$ cat src/rtl/keypad_pkg.sv
// rtl/keypad_pkg.sv - shared keypad state encoding, key map and decode helpers
package keypad_pkg;

    typedef enum logic [1:0] {
        ST_IDLE,
        ST_CANDIDATE,
        ST_PRESSED,
        ST_RELEASING
    } kp_state_t;

    // Entry index is {row, col}; nibble 0 is row0/col0 ("1").
    localparam logic [63:0] KEY_MAP = 64'hDF0E_C987_B654_A321;

    function automatic logic [1:0] onehot_to_idx(input logic [3:0] v);
        case (v)
            4'b0010: return 2'd1;
            4'b0100: return 2'd2;
            4'b1000: return 2'd3;
            default: return 2'd0;
        endcase
    endfunction

    function automatic logic [3:0] key_lookup(input logic [1:0] row_idx, input logic [1:0] col_idx);
        logic [3:0] idx;
        idx = {row_idx, col_idx};
        return KEY_MAP[{idx, 2'b00} +: 4];
    endfunction

endpackage

$ cat src/rtl/keypad_debouncer_if.sv
// rtl/keypad_debouncer_if.sv - scanner-to-debouncer key sample and result bundle
interface keypad_debouncer_if;
    logic [3:0] row_q;
    logic [3:0] col_q;
    logic       key_valid;
    logic [3:0] key_code;
    logic [3:0] new_digit;
    logic [3:0] old_digit;
    logic       key_held;

    modport master (
        output row_q, col_q,
        input  key_valid, key_code, new_digit, old_digit, key_held
    );

    modport slave (
        input  row_q, col_q,
        output key_valid, key_code, new_digit, old_digit, key_held
    );
endinterface

$ cat src/rtl/keypad_decode.sv
// rtl/keypad_decode.sv - combinational row/column to hex key decode
module keypad_decode
    import keypad_pkg::*;
(
    input  logic [3:0] row_q,
    input  logic [3:0] col_q,
    output logic [3:0] code,
    output logic       valid
);

    always_comb begin
        valid = $onehot(row_q) && $onehot(col_q);
        code  = key_lookup(onehot_to_idx(row_q), onehot_to_idx(col_q));
    end

endmodule

$ cat src/rtl/keypad_debouncer.sv
// rtl/keypad_debouncer.sv - press/release debouncer with accepted-key history
module keypad_debouncer
    import keypad_pkg::*;
#(
    parameter int DEBOUNCE_CYCLES = 50000
) (
    input  logic clk,
    input  logic rst,
    keypad_debouncer_if.slave kp
);

    localparam logic [15:0] DB = 16'(DEBOUNCE_CYCLES);

    kp_state_t   state, state_n;
    logic [15:0] cnt, cnt_n, cnt_inc;
    logic [3:0]  cand, cand_n;
    logic [3:0]  dec_code;
    logic        dec_valid;
    logic        accept;

    logic        key_valid_r, key_held_r;
    logic [3:0]  key_code_r, new_digit_r, old_digit_r;

    keypad_decode u_decode (
        .row_q (kp.row_q),
        .col_q (kp.col_q),
        .code  (dec_code),
        .valid (dec_valid)
    );

    assign cnt_inc = (cnt < DB) ? cnt + 16'd1 : cnt;

    always_ff @(posedge clk or posedge rst) begin
        if (rst) begin
            state <= ST_IDLE;
            cnt   <= '0;
            cand  <= '0;
        end else begin
            state <= state_n;
            cnt   <= cnt_n;
            cand  <= cand_n;
        end
    end

    always_comb begin
        state_n = state;
        cnt_n   = cnt;
        cand_n  = cand;
        accept  = 1'b0;
        case (state)
            ST_IDLE: begin
                cnt_n = '0;
                if (dec_valid) begin
                    cand_n = dec_code;
                    if (DB == 16'd1) begin
                        accept  = 1'b1;
                        state_n = ST_PRESSED;
                    end else begin
                        cnt_n   = 16'd1;
                        state_n = ST_CANDIDATE;
                    end
                end
            end
            ST_CANDIDATE: begin
                if (!dec_valid) begin
                    state_n = ST_IDLE;
                    cnt_n   = '0;
                end else if (dec_code != cand) begin
                    cand_n = dec_code;
                    cnt_n  = 16'd1;
                end else if (cnt_inc >= DB) begin
                    accept  = 1'b1;
                    state_n = ST_PRESSED;
                    cnt_n   = '0;
                end else begin
                    cnt_n = cnt_inc;
                end
            end
            ST_PRESSED: begin
                // key_code_r is the held key; anything else starts release counting
                if (!(dec_valid && dec_code == key_code_r)) begin
                    if (DB == 16'd1) begin
                        state_n = ST_IDLE;
                        cnt_n   = '0;
                    end else begin
                        state_n = ST_RELEASING;
                        cnt_n   = 16'd1;
                    end
                end
            end
            ST_RELEASING: begin
                if (dec_valid && dec_code == key_code_r) begin
                    state_n = ST_PRESSED;
                    cnt_n   = '0;
                end else if (cnt_inc >= DB) begin
                    state_n = ST_IDLE;
                    cnt_n   = '0;
                end else begin
                    cnt_n = cnt_inc;
                end
            end
            default: begin
                state_n = ST_IDLE;
                cnt_n   = '0;
            end
        endcase
    end

    always_ff @(posedge clk or posedge rst) begin
        if (rst) begin
            key_valid_r <= 1'b0;
            key_code_r  <= '0;
            new_digit_r <= '0;
            old_digit_r <= '0;
            key_held_r  <= 1'b0;
        end else begin
            key_valid_r <= accept;
            key_held_r  <= (state_n == ST_PRESSED) || (state_n == ST_RELEASING);
            if (accept) begin
                key_code_r  <= dec_code;
                new_digit_r <= dec_code;
                old_digit_r <= new_digit_r;
            end
        end
    end

    assign kp.key_valid = key_valid_r;
    assign kp.key_code  = key_code_r;
    assign kp.new_digit = new_digit_r;
    assign kp.old_digit = old_digit_r;
    assign kp.key_held  = key_held_r;

endmodule

$ cat src/flat_wrapper.sv
// flat-port wrapper written by rule: the top's interface ports become plain ports
module keypad_debouncer_flat import keypad_pkg::*;
#(
    parameter int DEBOUNCE_CYCLES = 50000
)
  (clk, rst, kp_row_q, kp_col_q, kp_key_valid, kp_key_code, kp_new_digit, kp_old_digit, kp_key_held);
  keypad_debouncer_if kp_i ();
  input  logic clk;
  input  logic rst;
  input wire logic [$bits(kp_i.row_q)-1:0] kp_row_q;
  input wire logic [$bits(kp_i.col_q)-1:0] kp_col_q;
  output wire logic [$bits(kp_i.key_valid)-1:0] kp_key_valid;
  output wire logic [$bits(kp_i.key_code)-1:0] kp_key_code;
  output wire logic [$bits(kp_i.new_digit)-1:0] kp_new_digit;
  output wire logic [$bits(kp_i.old_digit)-1:0] kp_old_digit;
  output wire logic [$bits(kp_i.key_held)-1:0] kp_key_held;
  assign kp_i.row_q = kp_row_q;
  assign kp_i.col_q = kp_col_q;
  assign kp_key_valid = kp_i.key_valid;
  assign kp_key_code = kp_i.key_code;
  assign kp_new_digit = kp_i.new_digit;
  assign kp_old_digit = kp_i.old_digit;
  assign kp_key_held = kp_i.key_held;
  keypad_debouncer #(.DEBOUNCE_CYCLES(DEBOUNCE_CYCLES)) u_core (.clk(clk), .rst(rst), .kp(kp_i));
endmodule
$ cat config.mk
export PLATFORM = sky130hd
export DESIGN_NAME = keypad_debouncer_flat
export DESIGN_NICKNAME = d
export VERILOG_FILES = /design/src/rtl/keypad_pkg.sv /design/src/rtl/keypad_debouncer_if.sv /design/src/rtl/keypad_decode.sv /design/src/rtl/keypad_debouncer.sv /design/src/flat_wrapper.sv
export SDC_FILE = /design/constraint.sdc
export NUM_CORES = 1
export LEC_CHECK = 0
export ABC_CLOCK_PERIOD_IN_PS = 6100
export BUFFER_PORTS_ARGS = -buffer_cell sky130_fd_sc_hd__buf_2
export CAP_MARGIN = 40
export CORE_MARGIN = 2
export CORE_UTILIZATION = 30
export DETAILED_ROUTE_END_ITERATION = 8
export SLEW_MARGIN = 20
export SYNTH_ARGS = -nofsm -noshare
export SYNTH_HDL_FRONTEND = slang
export SYNTH_HIERARCHICAL = 1
export SYNTH_SLANG_ARGS = --single-unit
$ cat constraint.sdc
create_clock -name clk -period 6.1 [get_ports clk]
set_input_delay 0.61 -clock clk [delete_from_list [all_inputs] [get_ports clk]]
set_output_delay 0.61 -clock clk [all_outputs]
set_load 0.005 [all_outputs]
==> run metrics, run 1 <==
Clk pwr share a little over two fifths; Hold Buf Count CTS 0; logic gate share of total power 13.6%; PwrDens 191.9 nW/um^2; fin nets 308; synthesis warning total 6; Core Area 8093 um^2; syn avg cell area between 9 and 10 um^2; Setup Buffers After CTS 0; P_int between 0.0004 and 0.0005 W; Worst Hold Class in -> async; max_slew headroom 63.17%; DP Worst Slack 1.654 ns; Antenna Cells 0; Power, Total 0.0005273 W; Top FF cell, synth dfrtp_1; mapped cell area 2479 um^2; Hold Vio Cnt, Final 0; first drt pass iteration count 4; Sinks on Clock Net 32; worst slew pin tran 0.5474 ns; commonest non-fill, non-tap cell in the layout dfrtp_1; layout cells sized above 1 24.03%; Worst Path Max Fanout 9; RSZ-0062 raised after global routing no; I/O Pins 24; Mapped Cells 265; Max-Cap Viols 0; register area share after synthesis 32.31%; die width 94.90 um; Antenna Nets Post-Route 0; Setup violations, final 0; Tmin final around 4.2 ns; Clock Latency Late Sink 0.28 ns; Die Y 94.90 um; Final Max Slew Viols 0; Switch Pwr approximately 0.00013 W; Reg power frac ~45%; Via Count roughly 2,000; total negative slack 0 ns; largest net degree at the start of global routing 33; Final Skew approximately 0.0031 ns; Synthesized Nets 291; Critical Path AT between 4 and 5 ns; commonest cells after routing, fill and taps aside dfrtp_1 (32), buf_2 (23), inv_1 (22); Detailed Route WL 5049 um; Tot GR Track Use 12.02%; flops & latches, synth 32; status finished, final reports clean; sw frac 23.72%; P&R area growth vs syn 10.85%; clock-pin slew of the registers on the worst-case setup and hold paths roughly 0.070 ns; Data required, critical path 6.32 ns; dpl hpwl ~3800 um; Final WS setup 1.910 ns; vias per inst 5.113; DR WL/cell between 10 and 15 um; startpoint types primary input; number of synthesized flops with an enable pin 0; vias in the first global route 1,909; synth unique cells 60; H-Tree Depth 2; Initial Util 30.63%; CTS max path bufs 2; initial antenna violation count 0; crit path kind in -> reg; final worst-path cycle share 68.68%; GRT overflow 0; Core Rows 33; cts bufs inserted 5; initial DRC count about 110; fmax 0.2387 GHz; area of the die 9005 um^2; ys async rst share 100.0%; Worst Setup End Kind register; Final GP Congestion ~0.81; cts repair resizes 0; CTS tree yes; LEAKAGE 1.239 nW; PortBufs 23; clk root buf clkbuf_8; Util after Layout between 30% and 40%; first-pass GRT wire length 8735 um; Max VDD drop around 150 uV; drt drc 0
## cell usage after synthesis (5+ instances only)
| library cell | n | area share (%) |
|---|---|---|
| a21oi_1 | 12 | 2.4 |
| a31oi_1 | 9 | 2.3 |
| buf_4 | 6 | 1.8 |
| dfrtp_1 | 32 | 32 |
| ha_1 | 14 | 7.1 |
| inv_1 | 22 | 3.3 |
| mux2_2 | 5 | 2.3 |
| mux2_4 | 8 | 4.8 |
| mux2i_1 | 6 | 2.4 |
| nand2_1 | 19 | 2.9 |
| nand3_1 | 10 | 2.0 |
| nand4_1 | 5 | 1.3 |
| nor2_1 | 10 | 1.5 |
| nor3_1 | 5 | 1.0 |
| o21ai_0 | 15 | 3.0 |
| or3_1 | 5 | 1.3 |
| xnor2_1 | 5 | 1.8 |
| xor2_1 | 7 | 2.5 |
## worst paths after layout
| kind | start | endpoint | slack, ns | cells past startpoint |
|---|---|---|---|---|
| worst max-delay path | kp_col_q[0] | u_core/cnt[12]$_DFFE_PP0P_ | 1.91 | 18 |
| worst min-delay path | rst | u_core/cnt[13]$_DFFE_PP0P_ | 0.40 | 3 |
| worst max register to register | u_core/cnt[12]$_DFFE_PP0P_ | u_core/kp.new_digit[3]$_DFFE_PP0P_ | 3.08 | 8 |
| worst min register to register | u_core/kp.old_digit[3]$_DFFE_PP0P_ | u_core/kp.old_digit[3]$_DFFE_PP0P_ | 0.51 | 1 |
| max in group asynchronous | rst | u_core/cnt[7]$_DFFE_PP0P_ | 5.40 | 3 |
| min in group clk | u_core/kp.old_digit[3]$_DFFE_PP0P_ | u_core/kp.old_digit[3]$_DFFE_PP0P_ | 0.51 | 1 |
## power groups by stage
| stage | Sequential, W | Clock, W | Combinational [W] |
|---|---|---|---|
| 2_1_floorplan | 0.000236 | 0 | 0.0000565 |
| 3_3_place_gp | 0.000238 | 0 | 0.0000702 |
| 3_5_place_dp | 0.000239 | 0 | 0.0000727 |
| 4_1_cts | 0.000235 | 0.000228 | 0.0000728 |
| 5_1_grt | 0.000236 | 0.000237 | 0.0000830 |
| 6_report | 0.000235 | 0.000221 | 0.0000717 |
## critical path, stage by stage
cell	delay (ns)
buf_2	0.09
inv_1	0.11
ha_1	0.17
mux2i_1	0.07
nor2_1	0.20
inv_1	0.12
ha_1	0.21
mux2_4	0.27
a221o_1	0.36
xor2_1	0.16
nor4_1	0.48
nand2_1	0.08
a21boi_0	0.36
o21ai_0	0.18
nor2_1	0.37
buf_4	0.25
and3_1	0.17
o22a_2	0.13
## stage by stage
step / hold WS, ns / instances / instance area (um^2)
final: 0.4024 / 388 / 2748
after global routing: 0.4583 / 388 / 2748
after CTS: 0.4198 / 387 / 2740
after detailed placement: 0.4930 / 379 / 2614
after global placement: 0.4908 / 378 / 2606
after floorplan: 0.4971 / 265 / 2479
## cell type report
| class | instances | area (um^2) |
|---|---|---|
| timing repair buffer | 26 | 137.6 |
| inverter | 22 | 82.58 |
| multi-input combinational | 195 | 1469 |
| sequential | 32 | 800.8 |
| clock inverter | 1 | 30.03 |
| tap | 105 | 131.4 |
| fill | 859 | 5345 |
| clock buffer | 7 | 96.34 |
## logic make-up after synthesis
group	synth area share [%]
adders and majority gates	8.683
xor gates and xnor gates	4.240
DFF	32.31
AOI/OAI and AO/OA	18.17
buffers and inverters	8.429
muxes	9.541
and+or+nand+nor	18.63
## sequential cells by signal (all words and copies together) (netlist names)
register and flops:
u_core/kp.new_digit 4, u_core/kp.old_digit 4, u_core/state 2, u_core/kp.key_held 1, u_core/kp.key_valid 1, u_core/cnt 16
u_core/cand 4
## metal layers
layer  global-route usage, %  vias to the layer above  wire (um)
li1                        -                      996          -
met1                   16.32                      945       2474
met2                   19.33                       35       2308
met3                   2.314                        8        180
met4                   3.623                        0         85
met5                       0                        -          0
Power figures use the tool's default switching activity.
==> run 2: changes to the inputs <==
Settings changed: ABC_CLOCK_PERIOD_IN_PS 6100 to 3400.
Clock period 6.1 ns to 3.4 ns, I/O delays scaled along.
==> run metrics, run 2 (same netlist as run 1, synthesis figures left out) <==
status finished, final reports clean; Antenna Cells 0 (unchanged); Die Y 94.90 um (unchanged); Final GP Congestion 0.8643 (+7.3%); hold endpoint u_core/kp.old_digit[0]$_DFFE_PP0P_; Tot GR Track Use 12.48% (+0.46 points); Hold Vio Cnt, Final 0 (unchanged); total negative slack 0 ns (unchanged); vias per inst 4.995 (-2.3%); PortBufs 23 (unchanged); Detailed Route WL 5206 um (+3.1%); Max-Cap Viols 0 (unchanged); Max VDD drop 219.8 uV (+51%); Worst Setup End Kind register; crit path kind in -> reg; Tmin final 3.114 ns; max reg flops 16 (unchanged); Initial Util 30.63% (unchanged); worst r2r src u_core/cnt[12]$_DFFE_PP0P_; LEAKAGE 1.335 nW (+7.7%); clk root buf clkbuf_8; final worst-path cycle share 91.60%; I/O Pins 24 (unchanged); Worst Hold Class reg -> reg; die width 94.90 um (unchanged); Setup violations, final 0 (unchanged); layout cells sized above 1 30.03% (+6.0 points); CTS max path bufs 2 (unchanged); DR WL/cell 12.76 um (-1.9%); drt drc 0 (unchanged); P&R area growth vs syn 17.31%; Sinks on Clock Net 32 (unchanged); Final Max Slew Viols 0 (unchanged); largest register by flop count u_core/cnt; Clock Latency Late Sink 0.29 ns (about the same); post-route non-filler standard cell count 408 (+5.2%); Data required, critical path 3.56 ns (-2.76 ns); GRT overflow 0 (unchanged); fmax 0.3211 GHz; WHS Path Cells 1; clock-pin slew of the registers on the worst-case setup and hold paths 0.08 ns (about the same); Core Area 8093 um^2 (unchanged); Setup Buffers After CTS 0 (unchanged); PwrDens 331.3 nW/um^2 (+73%); Antenna Nets Post-Route 0 (unchanged); Critical Path AT 3.28 ns (-1.13 ns); commonest non-fill, non-tap cell in the layout dfrtp_1; flop2flop setup slack 0.38 ns (-2.70 ns); hold path startpoint u_core/kp.old_digit[0]$_DFFE_PP0P_; H-Tree Depth 2 (unchanged); Worst Path Max Fanout 7 (-2); cts bufs inserted 5 (unchanged); Util after Layout 35.93% (+2.0 points); Final Skew 0.005982 ns (+0.002871 ns); CTS tree yes; commonest cells after routing, fill and taps aside dfrtp_1 (32), buf_2 (23), inv_1 (22); DP Cell Count 398 (+5.0%); largest net degree at the start of global routing 21 (-36%); worst slew pin tran 0.4880 ns (-0.05939 ns); fin nets 328 (+6.5%); dpl hpwl 3882 um (+3.1%); startpoint types primary input; first-pass GRT wire length 9101 um (+4.2%); Via Count 2,038 (+2.7%); area of the die 9005 um^2 (unchanged); initial antenna violation count 0 (unchanged); Core Rows 33 (unchanged); R2R depth 8 (unchanged); first drt pass iteration count 4 (unchanged); Final WS setup 0.2857 ns (-1.625 ns); DP Worst Slack -0.1899 ns (-1.844 ns); vias in the first global route 2,003 (+4.9%); Reg-to-Reg End u_core/kp.new_digit[3]$_DFFE_PP0P_; Layout fillers 853 (-0.70%); initial DRC count 133 (+19%); max_slew headroom 67.20% (+4.0 points); Min Hold Slack 0.5136 ns (+0.1112 ns)
## run 2: worst max-delay path, stage by stage
cell and delay [ns]:
buf_2 0.07, inv_1 0.05, buf_4 0.13, fa_1 0.52
inv_1 0.04, ha_1 0.17, ha_1 0.27, nor4_1 0.20
and3_1 0.24, nand2_1 0.09, o31ai_1 0.36, a21boi_2 0.13
o21ai_1 0.14, nor2_1 0.10, buf_4 0.18, a41oi_1 0.20
a31oi_1 0.05
## run 2: cell type report
cell class                 instances  area [um^2]  share of cell area [%]
timing repair buffer              46        297.8                   10.24
clock buffer                       5        68.82                   2.367
inverter                          22        82.58                   2.840
clock inverter                     3        42.54                   1.463
multi-input combinational        195         1484                   51.03
sequential                        32        800.8                   27.54
tap                              105        131.4                   4.518
## run 2: how the worst max path moves through the flow
stage                      from                          to  slack [ns]
detailed placement  kp_col_q[0]   u_core/cnt[3]$_DFFE_PP0P_       -0.19
CTS                 kp_col_q[0]   u_core/cnt[3]$_DFFE_PP0P_        0.11
global route        kp_col_q[0]   u_core/cnt[3]$_DFFE_PP0P_       -0.02
finish              kp_col_q[0]  u_core/cnt[13]$_DFFE_PP0P_        0.29
global placement    kp_col_q[0]   u_core/cnt[5]$_DFFE_PP0P_       -0.02
floorplan           kp_col_q[0]   u_core/cnt[5]$_DFFE_PP0P_        0.05
## run 2: repair_timing
action                     in CTS  in global routing
setup endpoints to repair       0                 15
hold endpoints to repair        0                  6
resized for setup               0                  4
hold buffers                    0                  1
## run 2: per-layer routing
layer	share of wire, %	global-route usage, %	vias to the layer above
met5	0	0	-
met1	48	16.58	972
met4	0.31	3.140	0
met2	48	20.33	34
li1	-	-	1030
met3	3.2	3.033	2
## run 2: per-stage QoR
step	area (um^2)	power (W)
6_report	2908	0.0009635
5_1_grt	2908	0.001008
4_1_cts	2874	0.0009659
3_5_place_dp	2763	0.0005935
3_3_place_gp	2763	0.0005881
2_1_floorplan	2485	0.0005320
## run 2: power breakdown
part | internal [W] | switching, W
clock | 0.000217 | 0.000160
sequential | 0.000403 | 0.0000176
combinational | 0.0000877 | 0.0000778
total | 0.000708 | 0.000256
==> run 3: changes to the inputs <==
Settings changed: RECOVER_POWER set to 100.
==> run metrics, run 3 (same netlist as run 1, synthesis figures left out) <==
final worst-path cycle share 93.04% (+1.4 points); PortBufs 23 (unchanged); Hold Vio Cnt, Final 0 (unchanged); Reg power frac 43.9% (+0.2 points); max reg flops 16 (unchanged); met2 WL 2534 um (+0.84%); initial antenna violation count 0 (unchanged); vias per inst 4.980 (-0.29%); Clock Latency Late Sink 0.29 ns (about the same); Die Y 94.90 um (unchanged); Detailed Route WL 5160 um (-0.88%); Final Max Slew Viols 0 (unchanged); fin nets 328 (unchanged); Antenna Nets Post-Route 0 (unchanged); Worst Setup End Kind register; max_slew headroom 48.68% (-19 points); Via Count 2,032 (-0.29%); cts bufs inserted 5 (unchanged); Tot GR Track Use 12.48% (unchanged); CTS max path bufs 2 (unchanged); Worst Path Max Fanout 11 (+4); LEAKAGE 1.287 nW (-3.6%); CTS tree yes; largest stage delay on the critical path 0.55 ns (+0.03 ns); worst slew pin tran 0.7698 ns (+0.2818 ns); first drt pass iteration count 5 (+1); drt drc 0 (unchanged); Clk pwr share 39.2% (about the same); Worst Hold Class reg -> reg; largest register by flop count u_core/cnt; I/O Pins 24 (unchanged); vias in the first global route 2,003 (unchanged); Core Area 8093 um^2 (unchanged); Data required, critical path 3.57 ns (about the same); highest routed layer met4; total negative slack 0 ns (unchanged); Setup violations, final 0 (unchanged); Antenna Cells 0 (unchanged); PwrDens 337.5 nW/um^2 (+1.9%); Sinks on Clock Net 32 (unchanged); DP Worst Slack -0.1899 ns (unchanged); status finished, final reports clean; clk root buf clkbuf_8; layout cells sized above 1 23.43% (-6.6 points); P&R area growth vs syn 14.59%; crit path kind reg -> reg; startpoint types register; CP dominant cell by count a21oi_1; Tmin final 3.163 ns (+0.04919 ns); dpl hpwl 3882 um (unchanged); routed wl met3 166 um (unchanged); met1 WL 2443 um (-2.6%); H-Tree Depth 2 (unchanged); commonest non-fill, non-tap cell in the layout dfrtp_1; Max VDD drop 217.7 uV (-0.96%); first-pass GRT wire length 9101 um (unchanged); Switch Pwr 0.0002538 W (-0.78%); P_int 0.0007048 W (-0.41%); initial DRC count 94 (-29%); logic gate share of total power 16.9% (-0.3 points); Final WS setup 0.2365 ns (-0.04919 ns); commonest cells after routing, fill and taps aside dfrtp_1 (32), inv_1 (22), nand2_1 (19); Final Skew 0.005526 ns (-0.0004567 ns); clock-pin slew of the registers on the worst-case setup and hold paths 0.08 ns (about the same); fmax 0.3161 GHz (-1.6%); area of the die 9005 um^2 (unchanged); die width 94.90 um (unchanged); Final GP Congestion 0.8643 (unchanged); Power, Total 0.0009586 W (-0.51%); largest net degree at the start of global routing 21 (unchanged); GRT overflow 0 (unchanged); Worst path slowest cell or4_4; crit-path cells or4_4, a21oi_1, nand4_1, o311a_1, a21o_1, a21oi_1, and4_4, mux2_1; DR WL/cell 12.65 um (-0.88%); sw frac 26.48% (-0.073 points); Initial Util 30.63% (unchanged); Critical Path AT 3.33 ns (+0.05 ns); Core Rows 33 (unchanged); Max-Cap Viols 0 (unchanged)
-- run 3: critical path: cells and delay by family, from the launching register on --
kind               cells  cell delay [ns]
AOI/OAI and AO/OA      4             1.15
DFF                    1             0.49
muxes                  1             0.35
and+or+nand+nor        3             1.07
-- run 3: what timing repair did --
item | in CTS | in global routing
setup buffers | 0 | 0
setup endpoints to repair | 0 | 15
hold endpoints to repair | 0 | 6
hold buffers | 0 | 1
gates resized for setup | 0 | 4
-- run 3: power groups by stage --
stage               combinational [W]  sequential [W]  clock, W
global placement             0.000161        0.000427         0
detailed placement           0.000166        0.000428         0
floorplan                    0.000108        0.000424         0
CTS                          0.000166        0.000420  0.000379
global route                 0.000185        0.000423  0.000396
finish                       0.000162        0.000421  0.000376
-- run 3: final timing paths --
check,startpoint,cells past startpoint,to,slack (ns)
max,u_core/cnt[12]$_DFFE_PP0P_,8,u_core/kp.new_digit[0]$_DFFE_PP0P_,0.24
min,u_core/kp.old_digit[0]$_DFFE_PP0P_,1,u_core/kp.old_digit[0]$_DFFE_PP0P_,0.49
max reg2reg,u_core/cnt[12]$_DFFE_PP0P_,8,u_core/kp.new_digit[0]$_DFFE_PP0P_,0.24
min reg2reg,u_core/kp.old_digit[0]$_DFFE_PP0P_,1,u_core/kp.old_digit[0]$_DFFE_PP0P_,0.49
max in group asynchronous,rst,5,u_core/kp.new_digit[2]$_DFFE_PP0P_,1.35
min in group asynchronous,rst,3,u_core/cnt[13]$_DFFE_PP0P_,0.52
-- run 3: final cells by class --
cell class              count  area, um^2
clock buffers               5       68.82
repair buffers             46       264.0
well taps                 105       131.4
inverters                  22       82.58
multi-input cells         195        1450
fillers                   871        5253
flip-flops and latches     32       800.8
clock inverters             3       42.54
-- run 3: stage by stage --
| step | hold slack (ns) | cells | instance area, um^2 | utilization [%] |
|---|---|---|---|---|
| finish | 0.4934 | 408 | 2840 | 35.10 |
| global route | 0.5039 | 408 | 2840 | 35.10 |
| CTS | 0.2231 | 406 | 2874 | 35.51 |
| detailed placement | 0.4864 | 398 | 2763 | 34.14 |
| global placement | 0.4892 | 398 | 2763 | 34.14 |
| floorplan | 0.4562 | 265 | 2485 | - |
-- run 3: layer usage --
| layer | vias to the layer above | track usage, % |
|---|---|---|
| met5 | - | 0 |
| met4 | 0 | 3.140 |
| met3 | 2 | 3.033 |
| met2 | 27 | 20.33 |
| met1 | 970 | 16.58 |
| li1 | 1033 | - |
